--- src/rtl/c17_lane_pipe.sv ---
// c17_lane_pipe: multi-lane C17 evaluator behind an elastic valid/ready pipeline, with MISR signature and result counter.
// Build with FAULT_INJ_EN defined to add per-lane stuck-at fault injection ports (fi_en, fi_lane, fi_net, fi_val).
module c17_lane_pipe #(
   parameter int LANES = 4,
   parameter int PIPE = 2,
   parameter int SIG_W = 16,
   parameter logic [SIG_W-1:0] POLY = SIG_W'(16'hB400),
   parameter int CNT_W = 16
) (
`ifdef FAULT_INJ_EN
   input  logic fi_en,
   input  logic [4:0] fi_lane,
   input  logic [2:0] fi_net,
   input  logic fi_val,
`endif
   input  logic clk,
   input  logic rst,
   input  logic in_valid,
   output logic in_ready,
   input  logic [5*LANES-1:0] in_data,
   output logic out_valid,
   input  logic out_ready,
   output logic [2*LANES-1:0] out_data,
   input  logic sig_en,
   input  logic sig_clr,
   output logic [SIG_W-1:0] signature,
   output logic [CNT_W-1:0] res_count
);
   localparam int DW = 2*LANES;
   localparam int NCH = (DW + SIG_W - 1) / SIG_W;
   // fm is a one-hot mask of the net forced to fv; downstream gates see the forced value
   function automatic logic [1:0] c17(input logic [4:0] g, input logic [5:0] fm, input logic fv);
      logic n7, n8, n9, n11, g22, g23;
      n7 = fm[0] ? fv : ~(g[2] & g[0]);
      n8 = fm[1] ? fv : ~(g[3] & g[2]);
      n9 = fm[2] ? fv : ~(n8 & g[1]);
      n11 = fm[3] ? fv : ~(n8 & g[4]);
      g22 = fm[4] ? fv : ~(n9 & n7);
      g23 = fm[5] ? fv : ~(n11 & n9);
      return {g23, g22};
   endfunction
   logic [DW-1:0] f;
   for (genvar k = 0; k < LANES; k++) begin : g_lane
`ifdef FAULT_INJ_EN
      logic [5:0] fm;
      assign fm = (fi_en && fi_lane == 5'(k) && fi_net < 3'd6) ? 6'd1 << fi_net : 6'd0;
      assign f[2*k +: 2] = c17(in_data[5*k +: 5], fm, fi_val);
`else
      assign f[2*k +: 2] = c17(in_data[5*k +: 5], 6'd0, 1'b0);
`endif
   end
   logic [PIPE-1:0] full, ld;
   for (genvar s = 0; s < PIPE; s++) begin : g_st
      logic vq, vi;
      logic [DW-1:0] dq, di;
      if (s == 0) begin : g_head
         assign vi = in_valid;
         assign di = f;
      end else begin : g_body
         assign vi = g_st[s-1].vq;
         assign di = g_st[s-1].dq;
      end
      // a stage can load if it or any stage ahead of it has room, or the sink drains this cycle
      assign ld[s] = out_ready || !(&full[PIPE-1:s]);
      assign full[s] = vq;
      always_ff @(posedge clk or posedge rst)
         if (rst) begin
            vq <= 1'b0;
            dq <= '0;
         end else if (ld[s]) begin
            vq <= vi;
            dq <= di;
         end
   end
   assign in_ready = ld[0];
   assign out_valid = full[PIPE-1];
   assign out_data = g_st[PIPE-1].dq;
   logic [NCH*SIG_W-1:0] ext;
   logic [SIG_W-1:0] fold, sig_nxt;
   logic hs;
   assign ext = (NCH*SIG_W)'(out_data);
   assign hs = out_valid && out_ready;
   always_comb begin
      fold = '0;
      for (int i = 0; i < NCH; i++) fold = fold ^ ext[i*SIG_W +: SIG_W];
      sig_nxt = (signature >> 1) ^ (signature[0] ? POLY : '0) ^ fold;
   end
   always_ff @(posedge clk or posedge rst)
      if (rst) begin
         signature <= '0;
         res_count <= '0;
      end else if (sig_clr) begin
         signature <= '0;
         res_count <= '0;
      end else if (hs) begin
         if (sig_en) signature <= sig_nxt;
         if (!(&res_count)) res_count <= res_count + 1'b1;
      end
endmodule
--- config.mk ---
export PLATFORM = sky130hd
export DESIGN_NAME = c17_lane_pipe
export DESIGN_NICKNAME = d
export VERILOG_FILES = /design/src/rtl/c17_lane_pipe.sv
export SDC_FILE = /design/constraint.sdc
export NUM_CORES = 1
export LEC_CHECK = 0
export CORE_ASPECT_RATIO = 1.25
export CORE_MARGIN = 1.5
export CORE_UTILIZATION = 43
export DETAILED_ROUTE_END_ITERATION = 16
export GPL_TIMING_DRIVEN = 0
export PLACE_DENSITY = 0.76
export SLEW_MARGIN = 20
export SYNTH_ARGS = -nofsm -noshare
export SYNTH_HDL_FRONTEND = slang
export SYNTH_SLANG_ARGS = --single-unit
--- constraint.sdc ---
create_clock -name clk -period 1.7 [get_ports clk]
set_clock_uncertainty 0.05 [all_clocks]
set_input_delay 0.17 -clock clk [delete_from_list [all_inputs] [get_ports clk]]
set_output_delay 0.17 -clock clk [all_outputs]
set_load 0.02 [all_outputs]
; ---- Word-level counts from Yosys, hierarchy flattened
; Index checks and enable logic that the tools add are counted.
[word_totals]
reg_bits = 50
latchBits = 0
ramBits = 0
romBits = 0
inputBits = 26
wordCells = 76
memories = 0
[classes]
n_addsub = 1
mul = 0
div_mod_pow = 0
order_cmp = 0
eq_ne = 1
shifts = 0
muxes = 7
bitwise = 50
reduce_logical = 11
[ops]
columns = op, count
row1 = 2-to-1 mux 16 bit, 7
row2 = AND 1 bit, 24
row3 = NOT 1 bit, 24
row4 = adder 16 x 1 -> 16 bit (second input constant), 1
row5 = AND reduction 16 bit, 1
row6 = XOR 15 x 16 -> 16 bit, 1
row7 = XOR 16 x 8 -> 16 bit, 1
row8 = AND reduction 2 bit, 3
row9 = nonzero test 2 bit, 2
row10 = logical NOT 1 bit, 2
row11 = logical OR 1 bit, 2
row12 = inequality test 2 bit (second input constant), 1
row13 = logical AND 1 bit, 1

; ---- Depth between registers and ports, before layout
[depth]
depth_word = 6
depth_mapped = 6

; ---- Least setup slack after synthesis
; OpenSTA, ideal clock, no wires.
[synth_timing]
kind = register to register
start = reg res_count[0]
end = reg res_count[10]
arrival_ps = 1697
required_time_ps = 1522
path_slack_ps = -174
stages_incl_launch_ff = 6
period_less_slack_ps = 1874
cell_sequence = dfrtp_1 -> ha_1 -> nand2_1 -> or4_4 -> a21oi_2 -> mux2_1
[synth_between]
elab_chain_len = 4
[synth_lines]
columns = item, line
row1 = from (decl), 27  ; output logic [CNT_W-1:0] res_count
row2 = from (signal assigned), 97  ; if (!(&res_count)) res_count <= res_count + 1'b1;
row3 = adder 16 x 1 -> 16 bit, 97
row4 = 2-to-1 mux 16 bit, 97
row5 = 2-to-1 mux 16 bit, 95  ; end else if (hs) begin
row6 = 2-to-1 mux 16 bit, 92  ; end else if (sig_clr) begin
; Parallel ways exist; a longest one is shown, timed or not. The select of a mux whose other input is x is not followed.
; A chain may end at the register's enable or synchronous reset.

; ---- Worst setup path after layout
; Same ends and word-level chain as after synthesis.

==> results.tsv <==
stage	metric	value	unit
clock_tree	numCtsBuffers	5	
outcome	violations	setup timing	
clock_tree	cts_tree	done	
sta	worstMarginPinSlew	492	ps
sta	fin_ws	-77.5	ps
logic_synthesis	synth_warnings	0	
route	wl_met2	2.92	mm
floorplan	die_x	70.0	um
layout	drive_above_1_share	0.256	
outcome	status	complete, but fails checks	
global_routing	grt_pass1_wl	9.21	mm
route	top_layer	met4	
setup_path	slowest_delay	520	ps
logic_synthesis	synth-seq-cells	50	
clock_tree	numClockSinks	50	
route	first_iter_violations	109	
clock_tree	clk_latency	300	ps
power_and_ir_drop	pwr-share-clk	0.296	
sta	rsz0062_at_grt	yes	
setup_path	ff2ff_setup_slack	-80	ps
logic_synthesis	syn_nets	252	
route	wl_met3	456	um
setup_path	crit_path_end_kind	flop	
floorplan	rows	30	
logic_synthesis	syn_area_per_cell	10.7	um^2
placed_design	dp_hpwl	3.89	mm
power_and_ir_drop	intPower	1.96	mW
clock_tree	clk_pin_slew	90	ps
route	ant_nets	0	
placed_design	gp_congestion	0.788	
setup_path	r2r_cells	5	
route	vias_per_cell	5.44	
power_and_ir_drop	p_sw_frac	0.261	
logic_synthesis	ys_seq_area_frac	0.518	
logic_synthesis	synth_cell_types	45	
sta	fmax	563	MHz
power_and_ir_drop	vdd_drop_max	494	uV
route	vias	2073	
sta	period_share	1.05	
power_and_ir_drop	seqPwrFrac	0.506	
power_and_ir_drop	finalPower	2.65	mW
global_routing	grt.total_usage	0.188	
power_and_ir_drop	p_per_area	748	nW/um^2
floorplan	die_h	86.8	um
setup_path	critPathLaunchType	flop	
route	wl_met1	2.04	mm
logic_synthesis	netlist_instances	225	
clock_tree	clock_path_buffers	2	
global_routing	overflow	0	
sta	setup_viol	3	
global_routing	grt_max_degree	30	
clock_tree	htreeDepth	2	
setup_path	reg2reg_to	res_count[10]	
floorplan	die-area	6070	um^2
setup_path	reg2reg_from	res_count[0]	
floorplan	core_area	5410	um^2
route	wl_per_cell	14.5	um
power_and_ir_drop	leakagePower	1.43	nW
floorplan	io_pins	68	
sta	period_needed	1780	ps
setup_path	worstSetupPathType	flop to flop	
power_and_ir_drop	p_switching	0.691	mW
worst_hold_path	hold_class	input pin to asynchronous set/reset pin	
layout	nets	343	
clock_tree	ctsRootBufferMaster	clkbuf_8	
global_routing	antenna_found_initial	0	
setup_path	slowest_stage	or4_4	
route	drtPass1Iterations	4	
global_routing	grt_pass1_vias	1994	
layout	syn2layout_area_growth	46.9	%
sta	maxSlewViolCount	0	
placed_design	io_buffers	66	
sta	relSlewSlack	0.671	
sta	hold_violations	0	
route	wirelength	5.52	mm
floorplan	start_util	0.447	
setup_path	cp_cell_sequence	ha_4 -> nand2_4 -> or4_4 -> a21oi_4 -> mux2_4	
logic_synthesis	syn_area	2410	um^2
layout	diodes	0	
placed_design	place_inst	356	
layout	finalNonFillerCells	381	
setup_path	required	1840	ps
setup_path	crit_fanout	3	
route	drcViolationCount	0	
power_and_ir_drop	pwr-share-comb	0.198	
job	max-cap-violations	0	
setup_path	crit_arrival	1920	ps
==> sequential cells by signal, summed over array words and instances, names as in the netlist <==
| signal | flops |
|---|---|
| g_st.dq | 8 |
| g_st.vq | 1 |
| out_data | 8 |
| out_valid | 1 |
| res_count | 16 |
| signature | 16 |
==> cells by family (layout without fill, tap and decap cells) <==
logic type	count (synthesis)	count (layout)	synth area share
AND/OR/NAND/NOR	83	84	0.194
XOR/XNOR	11	11	0.0399
adder cells (fa/ha/maj)	1	1	0.00518
AO/OA/AOI/OAI	50	50	0.139
flip-flops	50	50	0.518
buffers and inverters	15	106	0.0275
multiplexers	15	15	0.0757
==> metal layers <==
metal	vias up	global-route usage
met1	985	0.213
met4	0	0.0420
li1	984	-
met5	-	0
met2	90	0.345
met3	14	0.0605
==> power groups by stage <==
stage	Clock [mW]	Combinational (mW)	Sequential (mW)
after floorplan	0	0.199	1.43
after global routing	0.874	0.573	1.36
after global placement	0	0.495	1.37
final	0.785	0.524	1.34
after detailed placement	0	0.508	1.37
after CTS	0.808	0.518	1.35
==> cell usage in the layout (no fill, tap or decap), types with 7 or more instances in the layout <==
master and instances:
clkbuf_8 8, buf_4 14, dfrtp_1 36, a21oi_1 7
mux2_2 9, dfrtp_2 14, nand2_1 25, xnor2_1 11
nor2_1 19, clkdlybuf4s50_1 65, o21ai_0 19
==> cell type report <==
type	instances	area (um^2)
clock buffers	8	110
flip-flops and latches	50	1270
multi-input cells	161	1190
plain buffers	9	53.8
fillers	432	1860
well taps	64	80.1
repair buffers	84	823
inverters	5	18.8
==> worst max-delay path: cells and delay by family (launching register included) <==
| kind | cells | cell delay [ps] |
|---|---|---|
| and+or+nand+nor | 2 | 580 |
| DFF | 1 | 410 |
| muxes | 1 | 310 |
| adders and majority gates | 1 | 160 |
| AOI/OAI and AO/OA | 1 | 160 |
==> through the flow <==
stage	setup TNS [ps]	worst slack [ps]	hold WS, ps	utilization	area, um^2
after global placement	-40680	-820	380	0.589	3180
after detailed placement	-5740	-469	385	0.593	3200
final	-89.1	-77.5	157	0.656	3550
after floorplan	-42.1	-42.1	228	-	2440
after CTS	-101	-64.7	165	0.628	3390
after global routing	-412	-125	209	0.656	3550
==> worst max path at each step <==
stage	start	endpoint	slack (ps)	depth (start not counted)
final	res_count[0]	res_count[10]	-80	5
after global routing	res_count[0]	res_count[10]	-120	5
after detailed placement	out_ready	in_ready	-470	6
after global placement	rst	res_count[11]	-820	2
after floorplan	res_count[1]	res_count[10]	-40	5
after CTS	out_valid	res_count[10]	-60	4
==> cell usage after synthesis, drive strengths merged <==
cell type / n / area share
a211oi: 1 / 0.0031
a21oi: 12 / 0.036
a221oi: 4 / 0.015
a22o: 5 / 0.018
a41oi: 1 / 0.0036
and2: 1 / 0.0026
and3: 3 / 0.0078
and4: 1 / 0.0047
buf: 4 / 0.010
clkbuf: 6 / 0.0093
dfrtp: 50 / 0.52
ha: 1 / 0.0052
inv: 5 / 0.0078
mux2: 14 / 0.072
mux2i: 1 / 0.0041
nand2: 27 / 0.042
nand2b: 4 / 0.010
nand3: 4 / 0.013
nand4: 4 / 0.019
nor2: 20 / 0.031
nor2b: 4 / 0.010
nor3: 2 / 0.0041
nor3b: 1 / 0.0031
nor4: 3 / 0.017
nor4b: 1 / 0.0036
o21ai: 20 / 0.041
o21bai: 1 / 0.0031
o311ai: 1 / 0.0036
o31ai: 5 / 0.016
or2: 1 / 0.0026
or3: 1 / 0.0026
or4: 6 / 0.020
xnor2: 11 / 0.040
==> timing repair <==
item | 4_1_cts | 5_1_grt
pin swaps | 3 | 10
gates resized for setup | 9 | 16
hold buffers | 0 | 0
gates cloned | 1 | 1
setup buffers | 7 | 9
endpoints found under the setup margin | 17 | 23
hold endpoints to repair | 0 | 0
Note: power is estimated with default switching activity, not from simulation.
